### config.mk
export PLATFORM = sky130hd
export DESIGN_NAME = uart_tx_arbiter_flat
export DESIGN_NICKNAME = d
export VERILOG_FILES = /design/src/rtl/uart_tx_arbiter_if.sv /design/src/rtl/uart_tx_arbiter.sv /design/src/flat_wrapper.sv
export SDC_FILE = /design/constraint.sdc
export NUM_CORES = 1
export LEC_CHECK = 0
export CAP_MARGIN = 20
export CORE_ASPECT_RATIO = 1.25
export CORE_UTILIZATION = 38
export CTS_CLUSTER_DIAMETER = 60
export DETAILED_ROUTE_END_ITERATION = 8
export PLACE_DENSITY = 0.8
export SETUP_SLACK_MARGIN = 0.05
export SLEW_MARGIN = 20
export SYNTH_ARGS = -nofsm -noshare
export SYNTH_HDL_FRONTEND = slang
export SYNTH_SLANG_ARGS = --single-unit
### constraint.sdc
create_clock -name clk -period 2.1 [get_ports clk]
set_clock_uncertainty 0.2 [all_clocks]
set_input_delay 0.42 -clock clk [delete_from_list [all_inputs] [get_ports clk]]
set_output_delay 0.42 -clock clk [all_outputs]
set_load 0.02 [all_outputs]
### src/rtl/uart_tx_arbiter_if.sv
// Handshake bundle between NREQ byte requesters, the arbiter and one UART transmitter.
// The master side drives requests and the txrdy flag; the slave side is the arbiter.
interface uart_tx_arbiter_if #(
    parameter int NREQ = 4
);
    logic [NREQ-1:0]   req;
    logic [8*NREQ-1:0] req_data;
    logic              txrdy;
    logic [NREQ-1:0]   ack;
    logic              load;
    logic [7:0]        out_port;
    logic [NREQ-1:0]   grant;
    logic              busy;

    modport master (
        output req, req_data, txrdy,
        input  ack, load, out_port, grant, busy
    );

    modport slave (
        input  req, req_data, txrdy,
        output ack, load, out_port, grant, busy
    );
endinterface

### src/rtl/uart_tx_arbiter.sv
// Shares one UART transmitter among NREQ requesters: round-robin by default, fixed priority
// (lowest index wins) when UART_TX_ARB_FIXED_PRIO_EN is defined. Load/ack one cycle after request.
// Backpressure: no arbitration until the UART has gone busy (txrdy=0) and idle (txrdy=1) again.
module uart_tx_arbiter #(
    parameter int NREQ = 4
) (
    input  logic         clk,
    input  logic         reset,
    uart_tx_arbiter_if.slave bus
);
    localparam int IW = (NREQ > 1) ? $clog2(NREQ) : 1;

    typedef enum logic [1:0] {
        IDLE      = 2'd0,
        LOAD      = 2'd1,
        WAIT_BUSY = 2'd2,
        WAIT_DONE = 2'd3
    } state_t;

    state_t          state_q, state_d;
    logic [IW-1:0]   win_q, win_d;
    logic            found;
    logic            take;
    logic [7:0]      out_q;
    logic [NREQ-1:0] win_onehot;

`ifdef UART_TX_ARB_FIXED_PRIO_EN
    always_comb begin
        found = 1'b0;
        win_d = '0;
        // Descending scan so the lowest set index is the last (winning) assignment.
        for (int i = NREQ - 1; i >= 0; i--) begin
            if (bus.req[i]) begin
                found = 1'b1;
                win_d = IW'(i);
            end
        end
    end
`else
    logic [IW-1:0] ptr_q;
    logic [IW-1:0] cand;

    always_comb begin
        found = 1'b0;
        win_d = '0;
        cand  = '0;
        // Search begins just after the last winner; offset NREQ revisits the last winner itself.
        for (int k = 1; k <= NREQ; k++) begin
            cand = IW'((int'(ptr_q) + k) % NREQ);
            if (!found && bus.req[cand]) begin
                found = 1'b1;
                win_d = cand;
            end
        end
    end

    always_ff @(posedge clk) begin
        if (reset) begin
            ptr_q <= IW'(NREQ - 1);
        end else if (state_q == WAIT_DONE && bus.txrdy) begin
            ptr_q <= win_q;
        end
    end
`endif

    always_comb begin
        state_d = state_q;
        take    = 1'b0;
        case (state_q)
            IDLE: begin
                if (bus.txrdy && found) begin
                    state_d = LOAD;
                    take    = 1'b1;
                end
            end
            LOAD:      state_d = WAIT_BUSY;
            WAIT_BUSY: if (!bus.txrdy) state_d = WAIT_DONE;
            WAIT_DONE: if (bus.txrdy)  state_d = IDLE;
            default:   state_d = IDLE;
        endcase
    end

    always_ff @(posedge clk) begin
        if (reset) begin
            state_q <= IDLE;
            win_q   <= '0;
            out_q   <= 8'h00;
        end else begin
            state_q <= state_d;
            if (take) begin
                win_q <= win_d;
                out_q <= bus.req_data[{win_d, 3'b000} +: 8];
            end
        end
    end

    assign win_onehot   = {{(NREQ-1){1'b0}}, 1'b1} << win_q;
    assign bus.busy     = (state_q != IDLE);
    assign bus.load     = (state_q == LOAD);
    assign bus.grant    = (state_q != IDLE) ? win_onehot : '0;
    assign bus.ack      = (state_q == LOAD) ? win_onehot : '0;
    assign bus.out_port = out_q;
endmodule

### src/flat_wrapper.sv
// flat-port wrapper written by rule: the top's interface ports become plain ports
module uart_tx_arbiter_flat 
#(
    parameter int NREQ = 4
)
  (clk, reset, bus_req, bus_req_data, bus_txrdy, bus_ack, bus_load, bus_out_port, bus_grant, bus_busy);
  uart_tx_arbiter_if #(.NREQ(NREQ)) bus_i ();
  input  logic clk;
  input  logic reset;
  input wire logic [$bits(bus_i.req)-1:0] bus_req;
  input wire logic [$bits(bus_i.req_data)-1:0] bus_req_data;
  input wire logic [$bits(bus_i.txrdy)-1:0] bus_txrdy;
  output wire logic [$bits(bus_i.ack)-1:0] bus_ack;
  output wire logic [$bits(bus_i.load)-1:0] bus_load;
  output wire logic [$bits(bus_i.out_port)-1:0] bus_out_port;
  output wire logic [$bits(bus_i.grant)-1:0] bus_grant;
  output wire logic [$bits(bus_i.busy)-1:0] bus_busy;
  assign bus_i.req = bus_req;
  assign bus_i.req_data = bus_req_data;
  assign bus_i.txrdy = bus_txrdy;
  assign bus_ack = bus_i.ack;
  assign bus_load = bus_i.load;
  assign bus_out_port = bus_i.out_port;
  assign bus_grant = bus_i.grant;
  assign bus_busy = bus_i.busy;
  uart_tx_arbiter #(.NREQ(NREQ)) u_core (.clk(clk), .reset(reset), .bus(bus_i));
endmodule
==> summary.md <==
| Metric | Value |
|---|---|
| Hold Path Depth | `2` |
| Max cap viols | `0` |
| Seq pwr share | `24.7%` |
| Post-Route WL | `2940 um` |
| Core Footprint | `2480 um2` |
| Die Area | `2860 um2` |
| Vias/cell | `5.08` |
| Endpoint, Worst Hold | `u_core.bus.out_port[0]` |
| Crit Path Class | `register to output pin` |
| Reg2reg end | `u_core.bus.out_port[5]` |
| Die Span X | `48.0 um` |
| Io pins | `57` |
| LEAKAGE | `0.749 nW` |
| CTS Hold Bufs | `0` |
| Clock sink total | `14` |
| Initial Utilization | `40.6%` |
| Worst R2R Path Depth | `6` |
| Postcts setup bufs | `0` |
| Mapped Cells | `104` |
| Hold wc startpoint | `u_core.bus.out_port[0]` |
| Compound-Gate Fraction of Synth Area | `23.8%` |
| Endpoints failing setup | `0` |
| Post-layout min period | `2000 ps` |
| Cell area after synthesis | `1010 um2` |
| Clock Power Share | `12.9%` |
| All-Layer GR Usage | `20.8%` |
| Adder-cell share of the synthesized area | `6.22%` |
| Mux share of post-synthesis cell area | `19.0%` |
| Post-synth top area cell | `dfxtp_1` |
| Largest net degree at the start of global routing | `15` |
| Placed cell count | `203` |
| Critical path fanouts, max | `5` |
| Synthesis warning total | `0` |
| Max Used Layer | `met4` |
| Post-Synth Simple-Gate Area | `17.8%` |
| Most frequent cell after synthesis | `mux2i_1` |
| P_sw | `609 uW` |
| Comb power frac | `62.4%` |
| Worst Setup End Kind | `output pin` |
| Cell Rows | `20` |
| Count of cell types in the netlist | `33` |
| Reg clk slew, reported paths | `90 ps` |
| Die height | `59.5 um` |
| Detailed placement HPWL | `2310 um` |
| Clk_lat worst skew | `280 ps` |
| Via Count | `1056` |
| R2R Setup Slk | `140 ps` |
| Slew Limit Fails | `0` |
| Ys flop type | `dfxtp_1` |
| Most frequent cells after synthesis | `mux2i_1, dfxtp_1, nand2_1, nor2_1, o221ai_2` |
| Grt total ovfl | `0` |
| IO buf count | `56` |
| Non-Filler Instances | `208` |
| CTS H-tree depth | `1` |
| CP Launch Type | `register` |
| Status | `finished, final reports clean` |
| Wire length per cell | `14.1 um` |
| Met2 WL | `1580 um` |
| Final setup TNS | `0 ps` |
| Max Buffers Root-to-Sink | `2` |
| RSZ-0062 raised after global routing | `no` |
| Register area share after synthesis | `27.9%` |
| Slew margin rel. | `72.6%` |
| TritonCTS clock tree | `yes` |
| Worst VDD drop | `0.670 mV` |
| Nets | `220` |
| Worst path required time | `1480 ps` |
| Int Power | `927 uW` |
| Routed Antenna Nets | `0` |
| Residual DRC | `0` |
| Vias in the first global route | `1016` |
| Hold Vio Cnt, Final | `0` |
| DRT iter0 DRCs | `15` |
| WL met3 | `41 um` |
| Mapped Avg Cell Area | `9.67 um2` |
| Combinational family with the most area after synthesis | `compound AO/OA/AOI/OAI gates` |
| Tcrit/Tclk final | `95.3%` |
| Fmax | `500 MHz` |
| Cts bufs inserted | `3` |
| Routability cong. | `0.759` |
| Syn_nets | `148` |
| Reg2reg start | `u_core.state_q[1]` |
| Initial antenna violation count | `0` |
| XOR/XNOR share of the synthesized area | `0%` |
| First-pass GRT wire length | `4260 um` |
| Metal-1 WL | `1300 um` |
| Final core utilization | `71.8%` |
| Actual slew at the worst max-slew pin | `406 ps` |
| PwrDens | `864 nW/um2` |
| Post-synth ARST share | `0%` |
| #FFs+latches synth | `14` |
| Min-Delay Path Class | `register to register` |
| Drt first pass iters | `4` |
| CTS root buf | `clkbuf_4` |
| Number of synthesized flops with an enable pin | `0` |
| Sw frac | `39.7%` |
| Area grow syn2layout | `76.7%` |
| Yosys top cell area share | `27.9%` |
| Share of layout cells above drive strength 1 | `28.0%` |
| Critical Path AT | `1380 ps` |
| Synth area leaders | `dfxtp_1, mux2i_1, o221ai_2, ha_1, nand2_1` |
| Number of antenna diodes | `0` |
## per-layer routing
metal	vias to the layer above	GRT usage (%)
met5	-	0
met3	2	2.13
li1	535	-
met1	499	25.7
met2	20	35.3
met4	0	8.33
## power by group through the flow
stage / Sequential [mW] / Combinational (mW) / Clock (mW)
6_report: 0.379 / 0.960 / 0.198
5_1_grt: 0.387 / 1.03 / 0.218
4_1_cts: 0.379 / 0.914 / 0.206
3_5_place_dp: 0.384 / 0.919 / 0
3_3_place_gp: 0.381 / 0.888 / 0
2_1_floorplan: 0.412 / 0.443 / 0
## final cells by class
type | count | area, um2
inverter | 4 | 15.0
multi-input combinational | 80 | 728
fill | 195 | 699
sequential | 14 | 282
timing repair buffer | 73 | 676
clock buffer | 4 | 36.3
tap | 33 | 41.3
## how the worst max path moves through the flow
stage,depth (start not counted),endpoint,startpoint
6_report,4,bus_grant[0],u_core.state_q[1]
5_1_grt,4,bus_grant[0],u_core.state_q[1]
4_1_cts,5,bus_grant[3],u_core.state_q[1]
3_5_place_dp,5,u_core.bus.out_port[6],bus_req[1]
3_3_place_gp,6,u_core.bus.out_port[5],bus_req[3]
2_1_floorplan,6,u_core.bus.out_port[0],u_core.state_q[0]
## sequential cells by signal, summed over array words and instances, names as in the netlist
register             flops
u_core.ptr_q             2
u_core.win_q             2
u_core.state_q           2
u_core.bus.out_port      8
## logic make-up (layout without fill, tap and decap cells)
family / count (synthesis) / in the layout
compound gates: 23 / 23
fa+ha+maj: 5 / 5
buf+inv: 10 / 81
flops: 14 / 14
mux: 19 / 19
simple gates: 33 / 33
## critical path: stages, from the launching register on
cell and delay, ps:
dfxtp_1 330, inv_1 100, ha_4 190, nor3_1 160, clkdlybuf4s15_1 330
## repair_timing
item,4_1_cts,5_1_grt
gates resized for setup,32,18
pin swaps,1,2
cloned,0,1
endpoints found under the setup margin,22,17
## metrics by stage
stage	instance area, um2	hold slack (ps)	total power, mW	setup WS [ps]
floorplan	1010	283	0.855	191
global placement	1700	248	1.27	-289
detailed placement	1700	254	1.30	-367
CTS	1750	287	1.50	6.26
global route	1780	307	1.64	68.8
finish	1780	285	1.54	99.6
## layout by cell type, fill, tap and decap left out, types with 2 or more instances in the layout
master | Yosys | layout
and3b_1 | 2 | 2
clkbuf_4 | 0 | 3
a21oi_1 | 2 | 2
nor3b_1 | 3 | 3
dlygate4sd2_1 | 0 | 4
ha_1 | 5 | 4
o221ai_2 | 8 | 8
dfxtp_1 | 14 | 13
buf_2 | 1 | 6
clkdlybuf4s50_1 | 0 | 42
nand2_1 | 9 | 9
buf_4 | 0 | 15
nor2_1 | 9 | 9
inv_1 | 4 | 4
and3_1 | 4 | 4
mux2i_4 | 0 | 2
nand2b_1 | 3 | 3
mux2i_1 | 18 | 16
clkbuf_2 | 0 | 2
(Power assumes the default switching activity.)
